## config.mk

```make
export PLATFORM = sky130hd
export DESIGN_NAME = fir_coef_sched
export DESIGN_NICKNAME = d
export VERILOG_FILES = /design/src/rtl/fir_coef_sched.sv
export SDC_FILE = /design/constraint.sdc
export NUM_CORES = 1
export LEC_CHECK = 0
export CAP_MARGIN = 20
export CORE_ASPECT_RATIO = 0.6
export CORE_MARGIN = 2
export CORE_UTILIZATION = 52
export DETAILED_ROUTE_END_ITERATION = 12
export PLACE_DENSITY = 0.89
export SLEW_MARGIN = 20
export SYNTH_ARGS = -nofsm -noshare
export SYNTH_HDL_FRONTEND = slang
export SYNTH_SLANG_ARGS = --single-unit
```

## constraint.sdc

```tcl
create_clock -name CLK -period 5.4 [get_ports CLK]
set_input_delay 1.08 -clock CLK [delete_from_list [all_inputs] [get_ports CLK]]
set_output_delay 1.08 -clock CLK [all_outputs]
set_load 0.005 [all_outputs]
```

## src/rtl/fir_coef_sched.sv

```systemverilog
// fir_coef_sched: sample handshake, in-flight result tracking and glitch-free
// coefficient bank swapping in front of a 9-tap FIR datapath.
// Coefficients are written into a shadow bank at any time; a swap request stops
// input, waits for every issued sample's result to return, then copies the
// shadow bank into the active bank that drives H_FLAT.
// SEQ_ERR and CFG_ERR are registered pulses, one cycle after the offending input.
// Optional build macro FIR_COEF_SCHED_FLUSH_EN: after each swap, push ORDER+1
// zero samples through the FIR to clear its delay line while FLUSH_MASK is high.
module fir_coef_sched #(
  parameter int ORDER      = 8,
  parameter int DATA_WIDTH = 13,
  parameter int FIR_LAT    = 2,
  parameter int OUT_W      = 4
) (
  input  logic                                CLK,
  input  logic                                RST,
  input  logic                                CFG_WE,
  input  logic [3:0]                          CFG_ADDR,
  input  logic signed [DATA_WIDTH-1:0]        CFG_DATA,
  output logic                                CFG_ERR,
  input  logic                                SWAP_REQ,
  output logic                                SWAP_DONE,
  input  logic                                S_VALID,
  input  logic signed [DATA_WIDTH-1:0]        S_DATA,
  output logic                                S_READY,
  output logic                                FIR_VIN,
  output logic signed [DATA_WIDTH-1:0]        FIR_DIN,
  input  logic                                FIR_VOUT,
  output logic [(ORDER+1)*DATA_WIDTH-1:0]     H_FLAT,
  output logic [OUT_W-1:0]                    OUTSTANDING,
  output logic                                BUSY,
  output logic                                FLUSH_MASK,
  output logic                                SEQ_ERR
);
  localparam int NT = ORDER + 1;
  localparam logic [3:0] MAX_ADDR = 4'(ORDER);

  // The outstanding counter must be able to hold a full FIR pipeline plus the issue stage.
  if (FIR_LAT + 1 >= (1 << OUT_W)) begin : g_out_w_check
    $error("OUT_W cannot hold FIR_LAT+1 outstanding samples");
  end

`ifdef FIR_COEF_SCHED_FLUSH_EN
  typedef enum logic [2:0] {
    ST_RUN    = 3'd0,
    ST_DRAIN  = 3'd1,
    ST_SWAP   = 3'd2,
    ST_FLUSH  = 3'd3,
    ST_FDRAIN = 3'd4
  } state_t;
  localparam int FCW = $clog2(NT + 1);
  logic [FCW-1:0] flush_cnt;
`else
  typedef enum logic [1:0] {
    ST_RUN   = 2'd0,
    ST_DRAIN = 2'd1,
    ST_SWAP  = 2'd2
  } state_t;
`endif

  state_t state, state_nxt;

  logic                         vld_p1;
  logic signed [DATA_WIDTH-1:0] din_p1;
  logic [OUT_W-1:0]             outstanding;
  logic                         cfg_err_p1;
  logic                         seq_err_p1;
  logic                         accept;
  logic                         flush_issue;
  logic                         fir_idle;

  logic signed [DATA_WIDTH-1:0] shadow [NT];
  logic signed [DATA_WIDTH-1:0] active [NT];

  // In-flight count: +1 per issued sample, -1 per returned result, never below zero.
  function automatic logic [OUT_W-1:0] cnt_next(input logic [OUT_W-1:0] cnt,
                                                input logic inc, input logic dec);
    if (inc && !dec) return cnt + OUT_W'(1);
    if (dec && !inc && cnt != '0) return cnt - OUT_W'(1);
    return cnt;
  endfunction

  assign S_READY  = (state == ST_RUN);
  assign BUSY     = (state != ST_RUN);
  assign accept   = S_VALID && S_READY;
  assign fir_idle = !vld_p1 && (outstanding == '0);
  // A reset landing in the swap cycle abandons the swap, so the pulse is suppressed.
  assign SWAP_DONE = (state == ST_SWAP) && !RST;

`ifdef FIR_COEF_SCHED_FLUSH_EN
  assign flush_issue = (state == ST_FLUSH);
  assign FLUSH_MASK  = (state == ST_FLUSH) || (state == ST_FDRAIN);
`else
  assign flush_issue = 1'b0;
  assign FLUSH_MASK  = 1'b0;
`endif

  // FSM state register.
  always_ff @(posedge CLK) begin
    if (RST) state <= ST_RUN;
    else     state <= state_nxt;
  end

  // FSM next-state: drain in-flight results before swapping banks.
  always_comb begin
    state_nxt = state;
    case (state)
      ST_RUN:    if (SWAP_REQ) state_nxt = ST_DRAIN;
      ST_DRAIN:  if (fir_idle) state_nxt = ST_SWAP;
`ifdef FIR_COEF_SCHED_FLUSH_EN
      ST_SWAP:   state_nxt = ST_FLUSH;
      ST_FLUSH:  if (flush_cnt == FCW'(NT - 1)) state_nxt = ST_FDRAIN;
      ST_FDRAIN: if (fir_idle) state_nxt = ST_RUN;
`else
      ST_SWAP:   state_nxt = ST_RUN;
`endif
      default:   state_nxt = ST_RUN;
    endcase
  end

`ifdef FIR_COEF_SCHED_FLUSH_EN
  // Count flush cycles; one zero sample is issued per cycle spent in FLUSH.
  always_ff @(posedge CLK) begin
    if (RST || state != ST_FLUSH) flush_cnt <= '0;
    else                          flush_cnt <= flush_cnt + FCW'(1);
  end
`endif

  // ---- stage p1: issue register toward the FIR ----
  // Accepted samples (or flush zeros) are presented to the FIR one cycle later.
  always_ff @(posedge CLK) begin
    if (RST) begin
      vld_p1 <= 1'b0;
      din_p1 <= '0;
    end else if (flush_issue) begin
      vld_p1 <= 1'b1;
      din_p1 <= '0;
    end else if (accept) begin
      vld_p1 <= 1'b1;
      din_p1 <= S_DATA;
    end else begin
      vld_p1 <= 1'b0;
    end
  end

  assign FIR_VIN = vld_p1;
  assign FIR_DIN = din_p1;

  // Track results still in the FIR and flag a result that has no matching sample.
  always_ff @(posedge CLK) begin
    if (RST) begin
      outstanding <= '0;
      seq_err_p1  <= 1'b0;
    end else begin
      outstanding <= cnt_next(outstanding, vld_p1, FIR_VOUT);
      seq_err_p1  <= FIR_VOUT && (outstanding == '0);
    end
  end

  assign OUTSTANDING = outstanding;
  assign SEQ_ERR     = seq_err_p1;

  // Coefficient banks: shadow takes writes any time, active loads only in SWAP.
  always_ff @(posedge CLK) begin
    if (RST) begin
      for (int k = 0; k < NT; k++) begin
        shadow[k] <= '0;
        active[k] <= '0;
      end
      cfg_err_p1 <= 1'b0;
    end else begin
      if (state == ST_SWAP) begin
        for (int k = 0; k < NT; k++) active[k] <= shadow[k];
      end
      if (CFG_WE && CFG_ADDR <= MAX_ADDR) shadow[CFG_ADDR] <= CFG_DATA;
      cfg_err_p1 <= CFG_WE && (CFG_ADDR > MAX_ADDR);
    end
  end

  assign CFG_ERR = cfg_err_p1;

  for (genvar k = 0; k < NT; k++) begin : g_hflat
    assign H_FLAT[k*DATA_WIDTH +: DATA_WIDTH] = active[k];
  end

endmodule
```

==> impl_metrics.ini, run 1 <==
[placement]
io_buffers = 175
dpl_cell_area_sq_um = 11660
numPlacedInstances = 1017
dp_hpwl_um = 13280
gp_congestion = 0.8011

[timing]
hold_viol = 0
fin_crit_sh = 0.6282
finalMaxSlewViolations = 0
finClkSkew_ns = 0.01627
tightest_slew_ns = 0.8437
max_freq_ghz = 0.2948
setup_viol = 0
period_needed_ns = 3.392
finalSetupTns_ns = 0
rsz0062_at_grt = false
maxSlewHeadroom = 0.4375

[logic_synthesis]
synth_cell_types = 36
ys_warn_count = 0
ys_seq_elements = 256
synth.most_common_cell = and2_1
yosys-top-cells-count = 235 x and2_1, 234 x edfxtp_1, 29 x nand2_1, 22 x clkbuf_1, 22 x dfxtp_1
netlist_area_sq_um = 9679
synth_area_leaders = edfxtp_1 73%, and2_1 15%, dfxtp_1 4.6%, nand2_1 1.1%, clkbuf_1 0.85%
async_reset_ff_frac = 0
synth_top_area_cell = edfxtp_1
yosysSeqAreaShare = 0.7715
synth_area_per_cell_sq_um = 15.49
ys.flop_type = edfxtp_1
synthCells = 625
syn_nets = 663
synth_edf_count = 234
synth_top_cell_area_share = 0.7260

[floorplanning]
die_y_um = 109.7
die-area_sq_um = 19760
die_width_um = 180.1
io_pins = 177
coreArea_sq_um = 18160
initial_utilization = 0.5329
rows = 38

[clock_tree]
cts_hold_buf = 0
clock_latency_ns = 0.50
ctsResizeCount = 0
cts_tree = built
cts_max_path_buffers = 3
htreeDepth = 1
cts_root_buffer = clkbuf_16
cts_setup_buffers = 0
cts_num_sinks = 256
path_clk_slew_ns = 0.07
cts_made_buffers = 22

[final_layout]
stdcell_count = 1057
drive_gt1_frac = 0.06854
antenna-diode-count = 0
area.growth.synth_to_final_pct = 27.75
fin_area_sq_um = 12370
fin_nets = 839

[power_and_ir_drop]
swShare = 0.2102
power_density_nw_per_um2 = 345.8
intPower_mw = 3.377
finalPower_mw = 4.276
power.net_switching_uw = 899.1
seqPwrFrac = 0.553
max-vdd-ir-drop_mv = 0.2048
p_leak_nw = 4.476
pwr-share-comb = 0.090
clock_power_share = 0.357

[drt]
drtIter0Drc = 549
wirelength_um = 20470
drc_errors = 0
via_count = 5509
vias_per_cell = 5.212
ant_nets = 0
firstDrtPassIters = 5
wl_per_cell_um = 19.37

[grt]
use_met1 = 0.3019
grt_pass1_wl_um = 31040
grt_pass1_vias = 5398
grt_usage = 0.2095
use_met3 = 0.05631
gr-total-overflow = 0
grtUsageMet2 = 0.3311
grt_start_max_net_pins = 118
grt-busiest-layer = met2
antenna_found_initial = 0

[min_path]
worstHoldStart = FIR_DIN[10]
hp-class = flop to flop

[worst_setup_path]
worstPathMaxFanout = 2
critPathLaunch = RST
worst_ep_arrival_time_ns = 2.31
r2r-start = state[0]
worst_setup_path_start_kind = input port
path_common_cell = clkdlybuf4s50_1
slowest_stage = clkdlybuf4s50_1
critPathRequiredTime_ns = 4.32
critPathCaptureType = output port
worstSetupPathType = input port to output port
path_cells = clkdlybuf4s50_1, nor2_4, clkdlybuf4s50_1
cp_slowest_stage_delay_ns = 0.53
rrSetupSlack_ns = 3.43

[outcome]
outcome = finished clean

[flow_run]
maxCapViolations = 0
-- sequential cells by signal, indices dropped and copies added (netlist names) --
name / cells
CFG_ERR: 1
FIR_DIN: 13
FIR_VIN: 1
OUTSTANDING: 4
SEQ_ERR: 1
active: 117
shadow: 117
state: 2
-- per-stage QoR --
stage | hold slack (ns) | setup slack [ns] | utilization
detailed placement | 0.4465 | 1.899 | 0.6419
global route | 0.4776 | 1.956 | 0.6808
floorplan | 0.4451 | 0.5938 | -
CTS | 0.4555 | 2.004 | 0.6808
finish | 0.4561 | 2.008 | 0.6808
global placement | 0.4428 | 1.942 | 0.6419
-- cell families (layout without fill, tap and decap cells) --
logic type | after synthesis | after routing | share of synthesized area
xor gates and xnor gates | 1 | 1 | 0.0009050
DFF | 256 | 256 | 0.7715
other | 1 | 1 | 0.0003874
AOI/OAI and AO/OA | 23 | 23 | 0.01448
and+or+nand+nor | 311 | 311 | 0.1951
buffers and inverters | 31 | 223 | 0.01512
adders and majority gates | 2 | 2 | 0.002585
-- cell type report --
type,instances,area (sq um)
sequential,256,7467
fill,1205,5797
multi-input combinational,338,2078
timing repair buffer,180,1802
clock buffer,34,678.2
tap,240,300.3
clock inverter,6,28.78
inverter,3,11.26
-- power groups by stage --
stage	combinational [mW]	sequential (mW)	clock (mW)
global route	0.416	2.37	1.63
global placement	0.375	2.40	0
floorplan	0.129	2.40	0
detailed placement	0.385	2.40	0
CTS	0.388	2.36	1.55
finish	0.386	2.36	1.53
-- cells in the final DEF (no fill, tap or decap), types with 2 or more instances in the layout --
| master | instances |
|---|---|
| clkbuf_1 | 6 |
| nor3_1 | 4 |
| a21oi_1 | 15 |
| clkbuf_8 | 4 |
| clkinv_2 | 5 |
| nor2_1 | 12 |
| clkbuf_16 | 24 |
| nand3b_1 | 2 |
| a211oi_1 | 2 |
| nor2b_1 | 2 |
| nand2b_1 | 3 |
| nor2_4 | 4 |
| nand2_1 | 29 |
| inv_1 | 3 |
| edfxtp_1 | 234 |
| nor3b_1 | 2 |
| and2_1 | 235 |
| ha_1 | 2 |
| clkdlybuf4s50_1 | 175 |
| or2_2 | 9 |
| buf_4 | 4 |
| dfxtp_1 | 22 |
-- final timing paths --
path	end	depth (start not counted)
hold / removal	FIR_DIN[10]	2
setup / recovery	SWAP_DONE	3
hold reg to reg	FIR_DIN[10]	2
setup reg to reg	active[0][50]	4
-- critical path, delay by kind of cell --
kind / cells / cell delay (ns)
buf+inv: 2 / 1.00
simple gates: 1 / 0.22
-- layer usage --
layer  wire, um  vias up
met3       2208       28
met5          0        -
met2       9196      275
met4        256        0
li1           -     2522
met1       8808     2684
Power figures use the tool's default switching activity.
==> run 2: changes to the inputs <==
==> constraint.sdc (replaced) <==
create_clock -name CLK -period 3.2 [get_ports CLK]
set_input_delay 0.64 -clock CLK [delete_from_list [all_inputs] [get_ports CLK]]
set_output_delay 0.64 -clock CLK [all_outputs]
set_load 0.005 [all_outputs]
==> run 2 against run 1 <==
Effect of this change: first-iteration DRC count fell by 13%; sequential share of layout area fell by 0.41 points; hold slack improved by 0.0014 ns; non-clock buffer count rose by 8; critical path type unchanged; wire length rose by 1.3%.
==> impl_metrics.ini, run 2 (synthesis gave the netlist of run 1 again) <==
[final_layout]
final_util = 0.6855
drive_gt1_frac = 0.07515
area.growth.synth_to_final_pct = 28.63
antenna-diode-count = 0
fin_area_sq_um = 12450
mostFrequentLayoutCell = and2_1
fin_nets = 848
final_cell_mix = 235 x and2_1, 234 x edfxtp_1, 175 x clkdlybuf4s50_1
fillCellCount = 1219
multi_input_area_sq_um = 2078
register_area_sq_um = 7467

[clock_tree]
cts_root_buffer = clkbuf_16
cts_setup_buffers = 0
path_clk_slew_ns = 0.06
htreeDepth = 1
cts_max_path_buffers = 3
cts_hold_buf = 0
clock_latency_ns = 0.50
cts_made_buffers = 23
ctsResizeCount = 0
cts_tree = built
cts_num_sinks = 256

[worst_setup_path]
worstPathMaxFanout = 8
path_cells = clkdlybuf4s50_1, nor2_4, clkdlybuf4s50_1
worst_ep_arrival_time_ns = 2.10
path_common_cell = clkdlybuf4s50_1
cp_slowest_stage_delay_ns = 0.63
path_buf_inv = 2
worstSetupPathType = input port to output port
critPathCaptureType = output port
critPathRequiredTime_ns = 2.56
slowest_stage = clkdlybuf4s50_1
cp_top_family = buffers and inverters
worst_setup_path_start_kind = input port

[power_and_ir_drop]
p_leak_nw = 4.520
finalPower_mw = 7.258
power_density_nw_per_um2 = 583.0
max-vdd-ir-drop_mv = 0.3579

[timing]
finalMaxSlewViolations = 0
fin_crit_sh = 0.8572
finClkSkew_ns = 0.01171
period_needed_ns = 2.743
setup_viol = 0
max_freq_ghz = 0.3646
rsz0062_at_grt = false
maxSlewHeadroom = 0.5757
timing.hold.ws_ns = 0.4575
tightest_slew_ns = 0.6344
finalSetupTns_ns = 0
hold_viol = 0

[grt]
grt_pass1_vias = 5435
gr-total-overflow = 0
grt_usage = 0.2105
grt_start_max_net_pins = 118
antenna_found_initial = 3
grt_pass1_wl_um = 31130

[outcome]
outcome = finished clean

[drt]
firstDrtPassIters = 5
via_count = 5533
drc_errors = 0
wl_per_cell_um = 19.46
drtIter0Drc = 476
vias_per_cell = 5.195
wirelength_um = 20730
ant_nets = 0

[floorplanning]
initial_utilization = 0.5329
rows = 38
coreArea_sq_um = 18160
io_pins = 177
die_y_um = 109.7
die-area_sq_um = 19760
die_width_um = 180.1

[placement]
dpl_cell_area_sq_um = 11740
dp_hpwl_um = 13540
gp_congestion = 0.7714
io_buffers = 175

[min_path]
hp-class = flop to flop

[flow_run]
maxCapViolations = 0
==> run 2: layout make-up <==
class / count / share of cell area
Multi-Input combinational cell: 338 / 0.1669
Inverter: 3 / 0.0009044
Clock buffer: 35 / 0.05487
Tap cell: 240 / 0.02412
Sequential cell: 256 / 0.5997
Clock inverter: 5 / 0.001909
Timing Repair Buffer: 188 / 0.1515
==> run 2: path summary, 6_finish.rpt <==
kind | start | endpoint | slack (ns) | cells after the start
setup / recovery | RST | SWAP_DONE | 0.46 | 3
hold / removal | FIR_DIN[4] | FIR_DIN[4] | 0.46 | 2
setup reg to reg | OUTSTANDING[1] | OUTSTANDING[0] | 1.43 | 6
hold reg to reg | FIR_DIN[4] | FIR_DIN[4] | 0.46 | 2
==> run 2: where the power goes <==
part	switching [mW]	total, mW	internal, mW
combinational	0.319	0.675	0.356
sequential	0.0910	3.98	3.89
clock	1.13	2.60	1.47
total	1.54	7.26	5.72
==> run 2: per-stage QoR <==
stage | std cells | worst slack, ns
floorplan | 625 | 0.1814
global placement | 1025 | 0.3089
detailed placement | 1025 | 0.2441
CTS | 1065 | 0.4596
global route | 1065 | 0.3966
finish | 1065 | 0.4569
==> run 2: worst reg2reg max path: cells and delay by family (launching register included) <==
family,cells,cell delay [ns]
DFF,1,0.37
AOI/OAI and AO/OA,1,0.22
and+or+nand+nor,2,0.57
xor gates and xnor gates,1,0.15
adders and majority gates,1,0.24
buffers and inverters,1,0.10
==> run 2: layer usage <==
metal	GRT usage	wire length [um]	vias up
met1	0.3057	9151	2727
met3	0.04637	1796	31
li1	-	-	2531
met2	0.3320	9413	242
met5	0	13	-
met4	0.04666	354	2
==> run 3: changes to the inputs <==
--- a/config.mk
+++ b/config.mk
@@ -8,9 +8,10 @@
 export CAP_MARGIN = 20
 export CORE_ASPECT_RATIO = 0.6
 export CORE_MARGIN = 2
-export CORE_UTILIZATION = 52
+export CORE_UTILIZATION = 47
+export CTS_BUF_LIST = sky130_fd_sc_hd__clkbuf_8
 export DETAILED_ROUTE_END_ITERATION = 12
-export PLACE_DENSITY = 0.89
+export PLACE_DENSITY = 0.83
 export SLEW_MARGIN = 20
 export SYNTH_ARGS = -nofsm -noshare
 export SYNTH_HDL_FRONTEND = slang
==> run 3 against run 2 <==
Effect of this change: global-route usage shrank 2.2 points; clock power shrank 12%; final area shrank 0.40%; hold slack gained 0.0020 ns; critical endpoint unchanged; highest routed layer is now met4.
==> impl_metrics.ini, run 3 (synthesis gave the netlist of run 1 again) <==
[timing]
max_freq_ghz = 0.3949
rsz0062_at_grt = false
tightest_slew_ns = 0.9099
finalSetupTns_ns = 0
setup_viol = 0
hold_viol = 0
worst_slack_ns = 0.6679
maxSlewHeadroom = 0.3934
timing.hold.ws_ns = 0.4595
finClkSkew_ns = 0.01233
fin_crit_sh = 0.7913
finalMaxSlewViolations = 0
period_needed_ns = 2.532

[grt]
antenna_found_initial = 0
grt_pass1_wl_um = 30480
grt_usage = 0.1880
grt_pass1_vias = 5206
gr-total-overflow = 0
grt_start_max_net_pins = 118

[worst_setup_path]
critPathCaptureType = output port
r2r_cells = 4
worstPathMaxFanout = 4
worst_ep_arrival_time_ns = 1.89
path_common_cell = clkdlybuf4s50_1
cp_top_family = buffers and inverters
path_buf_inv = 2
path_cells = clkdlybuf4s50_1, nor2_4, clkdlybuf4s50_1
slowest_stage = clkdlybuf4s50_1
cp_slowest_stage_delay_ns = 0.53
critPathRequiredTime_ns = 2.56
r2r-start = state[0]
rrSetupSlack_ns = 1.30
worst-path-stages = 3
worstSetupPathType = input port to output port
r2r_end = active[0][87]
worst_setup_path_start_kind = input port

[clock_tree]
ctsResizeCount = 0
path_clk_slew_ns = 0.06
clock_latency_ns = 0.48
cts_hold_buf = 0
cts_num_sinks = 256
cts_tree = built
cts_made_buffers = 37
cts_max_path_buffers = 3
htreeDepth = 2
cts_root_buffer = clkbuf_8
cts_setup_buffers = 0

[final_layout]
fin_nets = 860
final_util = 0.6164
mostFrequentLayoutCell = and2_1
fillCellCount = 1511
fin_area_sq_um = 12400
antenna-diode-count = 0
stdcell_count = 1120
area.growth.synth_to_final_pct = 28.11
register_area_sq_um = 7467
drive_gt1_frac = 0.08383
final_cell_mix = 235 x and2_1, 234 x edfxtp_1, 175 x clkdlybuf4s50_1
multi_input_area_sq_um = 2078

[drt]
drt-met1-wl_um = 9999
drc_errors = 0
top_layer_used = met4
via_count = 5399
firstDrtPassIters = 5
wirelength_um = 20410
ant_nets = 0
route.met2.wl_um = 8978
wl_met3_um = 1193
drtIter0Drc = 391
vias_per_cell = 4.821
wl_per_cell_um = 18.23

[min_path]
hp-class = flop to flop
worstHoldStart = FIR_DIN[6]
min_path_cells = 2
hold_end = FIR_DIN[6]

[floorplanning]
die_y_um = 115.2
coreArea_sq_um = 20120
die-area_sq_um = 21800
rows = 40
die_width_um = 189.3
initial_utilization = 0.4811
io_pins = 177

[placement]
dpl_cell_area_sq_um = 11760
dp_hpwl_um = 12830
dp_worst_setup_slack_ns = 0.4133
gp_congestion = 0.7803
numPlacedInstances = 1056
io_buffers = 175

[power_and_ir_drop]
power_density_nw_per_um2 = 558.4
max-vdd-ir-drop_mv = 0.2730
p_leak_nw = 4.538
seqPwrFrac = 0.575
swShare = 0.2217
intPower_mw = 5.389
finalPower_mw = 6.925
pwr-share-comb = 0.096
clock_power_share = 0.329
power.net_switching_mw = 1.535

[outcome]
outcome = finished clean

[flow_run]
maxCapViolations = 0
## run 3: cell types whose count changed in the layout (fill, tap and decap cells not counted), sizes merged
cell and delta:
buf -2, clkbuf +5, clkinv +6, inv +13
## run 3: worst max path at each step
stage | slack (ns) | startpoint | to
after floorplan | 0.18 | RST | active[0][0]
after global placement | 0.47 | RST | shadow[2][4]
after detailed placement | 0.41 | RST | shadow[2][3]
after CTS | 0.65 | RST | SWAP_DONE
after global routing | 0.64 | RST | SWAP_DONE
final | 0.67 | RST | SWAP_DONE
## run 3: power by group through the flow
| stage | combinational [mW] | sequential [mW] | clock, mW |
|---|---|---|---|
| 3_3_place_gp | 0.652 | 4.05 | 0 |
| 5_1_grt | 0.713 | 4.00 | 2.48 |
| 6_report | 0.661 | 3.98 | 2.28 |
| 2_1_floorplan | 0.219 | 4.04 | 0 |
| 3_5_place_dp | 0.665 | 4.05 | 0 |
| 4_1_cts | 0.669 | 3.98 | 2.32 |
## run 3: cell type report
type | count | share of cell area
Sequential cell | 256 | 0.6022
Multi-Input combinational cell | 338 | 0.1676
Timing Repair Buffer | 186 | 0.1499
Clock buffer | 40 | 0.04440
Tap cell | 273 | 0.02755
Clock inverter | 24 | 0.007466
Inverter | 3 | 0.0009081
## run 3: metal layers
layer	up-vias	GRT usage
met1	2633	0.2851
met3	24	0.03632
li1	2554	-
met2	188	0.2855
met4	0	0.03928
met5	-	0
## run 3: worst register-to-register path, stage by stage, from the launching register on
cell and delay [ns]:
dfxtp_1 0.34, nand2b_1 0.23, nor2_4 0.16, buf_4 0.72, and2_1 0.30
==> edit, RTL diff (flow settings as in run 2) <==
`OUT_W`: 4 -> 2.
--- a/src/rtl/fir_coef_sched.sv
+++ b/src/rtl/fir_coef_sched.sv
@@ -12,3 +12,3 @@
   parameter int FIR_LAT    = 2,
-  parameter int OUT_W      = 4
+  parameter int OUT_W      = 2
 ) (
Interface: changed (resized OUTSTANDING); port bits go from 177 to 175. No check against the original RTL was run, so the function may have changed too.
==> edit against run 2 <==
Sequential cell count is 2 lower; utilization down 0.33 points; first-iteration DRC count shrank 12%; sequential share of layout area is 0.44 points higher; routed wire length is 2.9% lower; area after synthesis fell by 1.7%; setup slack better by 0.16 ns; design area shrank 1.3%; register-to-register slack lost 0.16 ns; via count decreased by 5.4%; global-route usage rose by 0.21 points; power rose by 0.97%; largest power group unchanged.
==> edit: results (changes against run 2) <==
stage,metric,value,unit,change
status,status,"complete, no violations",,
clocking,Post CTS Setup Buffer Count,0,,unchanged
pwr,Pint,5.751,mW,+0.62%
finish,layout cells sized above 1,0.08040,,+0.005250
drt,Met1 Wirelength,9024,um,-1.4%
finish,sequential cell area,7427,um^2,-0.54%
min_path,Worst Min Path Start,FIR_DIN[10],,
placement,DPL Wire Length,13200,um,-2.5%
pwr,sequential group share of total power,0.545,,-0.003
pwr,Static Leak,4.496,nW,-0.54%
pwr,Gate power share,0.098,,+0.005
sta,Fin Hold WS,0.5002,ns,+0.04267 ns
finish,fraction of area in multi-input gates,0.1608,,-0.006119
worst_setup_path,worst r2r src,state[1],,
yosys,Netlist cell types,30,,-17%
worst_setup_path,R2R Setup Slk,1.27,ns,-0.16 ns
finish,ClkCell Share,0.05720,,+0.0004170
finish,Multi-In Gates,310,,-8.3%
finish,Nets,818,,-3.5%
placement,GP Congestion,0.7652,,-0.80%
pwr,Peak supply drop,0.3241,mV,-9.5%
finish,FFs & Latches,254,,-0.78%
yosys,sequential area share after synthesis,0.7802,,+0.008773
sta,Slew headroom,0.4006,,-0.1751
finish,Logic inverters,4,,+1
global_routing,first-pass GRT wire length,30170,um,-3.1%
drt,WL met3,1578,um,-12%
yosys,largest cells by area after synthesis,"edfxtp_1 74%, and2_1 15%, dfxtp_1 4.2%, mux2i_1 1.4%, nor2_1 0.75%",,
global_routing,initial antenna violation count,1,,-2
global_routing,met2 GRT Util,0.3354,,+0.003391
global_routing,overall routing resource usage,0.2126,,+0.002141
placement,IO buf count,173,,-1.1%
drt,Detailed Route WL,20140,um,-2.9%
global_routing,grt met3 use,0.05021,,+0.003836
worst_setup_path,crit path DAT,1.94,ns,-0.16 ns
drt,vias,5235,,-5.4%
yosys,most frequent cells after synthesis,"234 x and2_1, 234 x edfxtp_1, 20 x dfxtp_1",,
yosys,syn nets,631,,-4.8%
worst_setup_path,FF-to-FF path depth,4,,-2
worst_setup_path,reg2reg end,active[0][80],,
finish,clock buffer count,24,,-31%
global_routing,M1 GR Usage,0.3082,,+0.002540
min_path,Hold EP,FIR_DIN[10],,
-- edit: cells by family (layout without fill, tap and decap cells) --
family	Yosys count	count (layout)	synth area share
compound gates	6	6	0.004207
fa+ha+maj	1	1	0.001314
buf+inv	30	232	0.01341
flops	254	254	0.7802
mux	13	13	0.01367
other cells	1	2	0.0003939
simple gates	289	289	0.1868
-- edit: critical path: stages --
cell and delay (ns):
clkdlybuf4s50_1 0.57, nor2_4 0.21, clkdlybuf4s50_1 0.52
-- edit: per-stage QoR --
| stage | cells | cell area [um^2] | total power, mW | setup slack [ns] |
|---|---|---|---|---|
| after floorplan | 594 | 9522 | 4.274 | 0.2964 |
| after global placement | 996 | 11590 | 4.750 | 0.5844 |
| after detailed placement | 996 | 11590 | 4.779 | 0.5308 |
| after CTS | 1036 | 12290 | 7.371 | 0.6165 |
| after global routing | 1036 | 12290 | 7.557 | 0.5711 |
| final | 1037 | 12290 | 7.329 | 0.6181 |
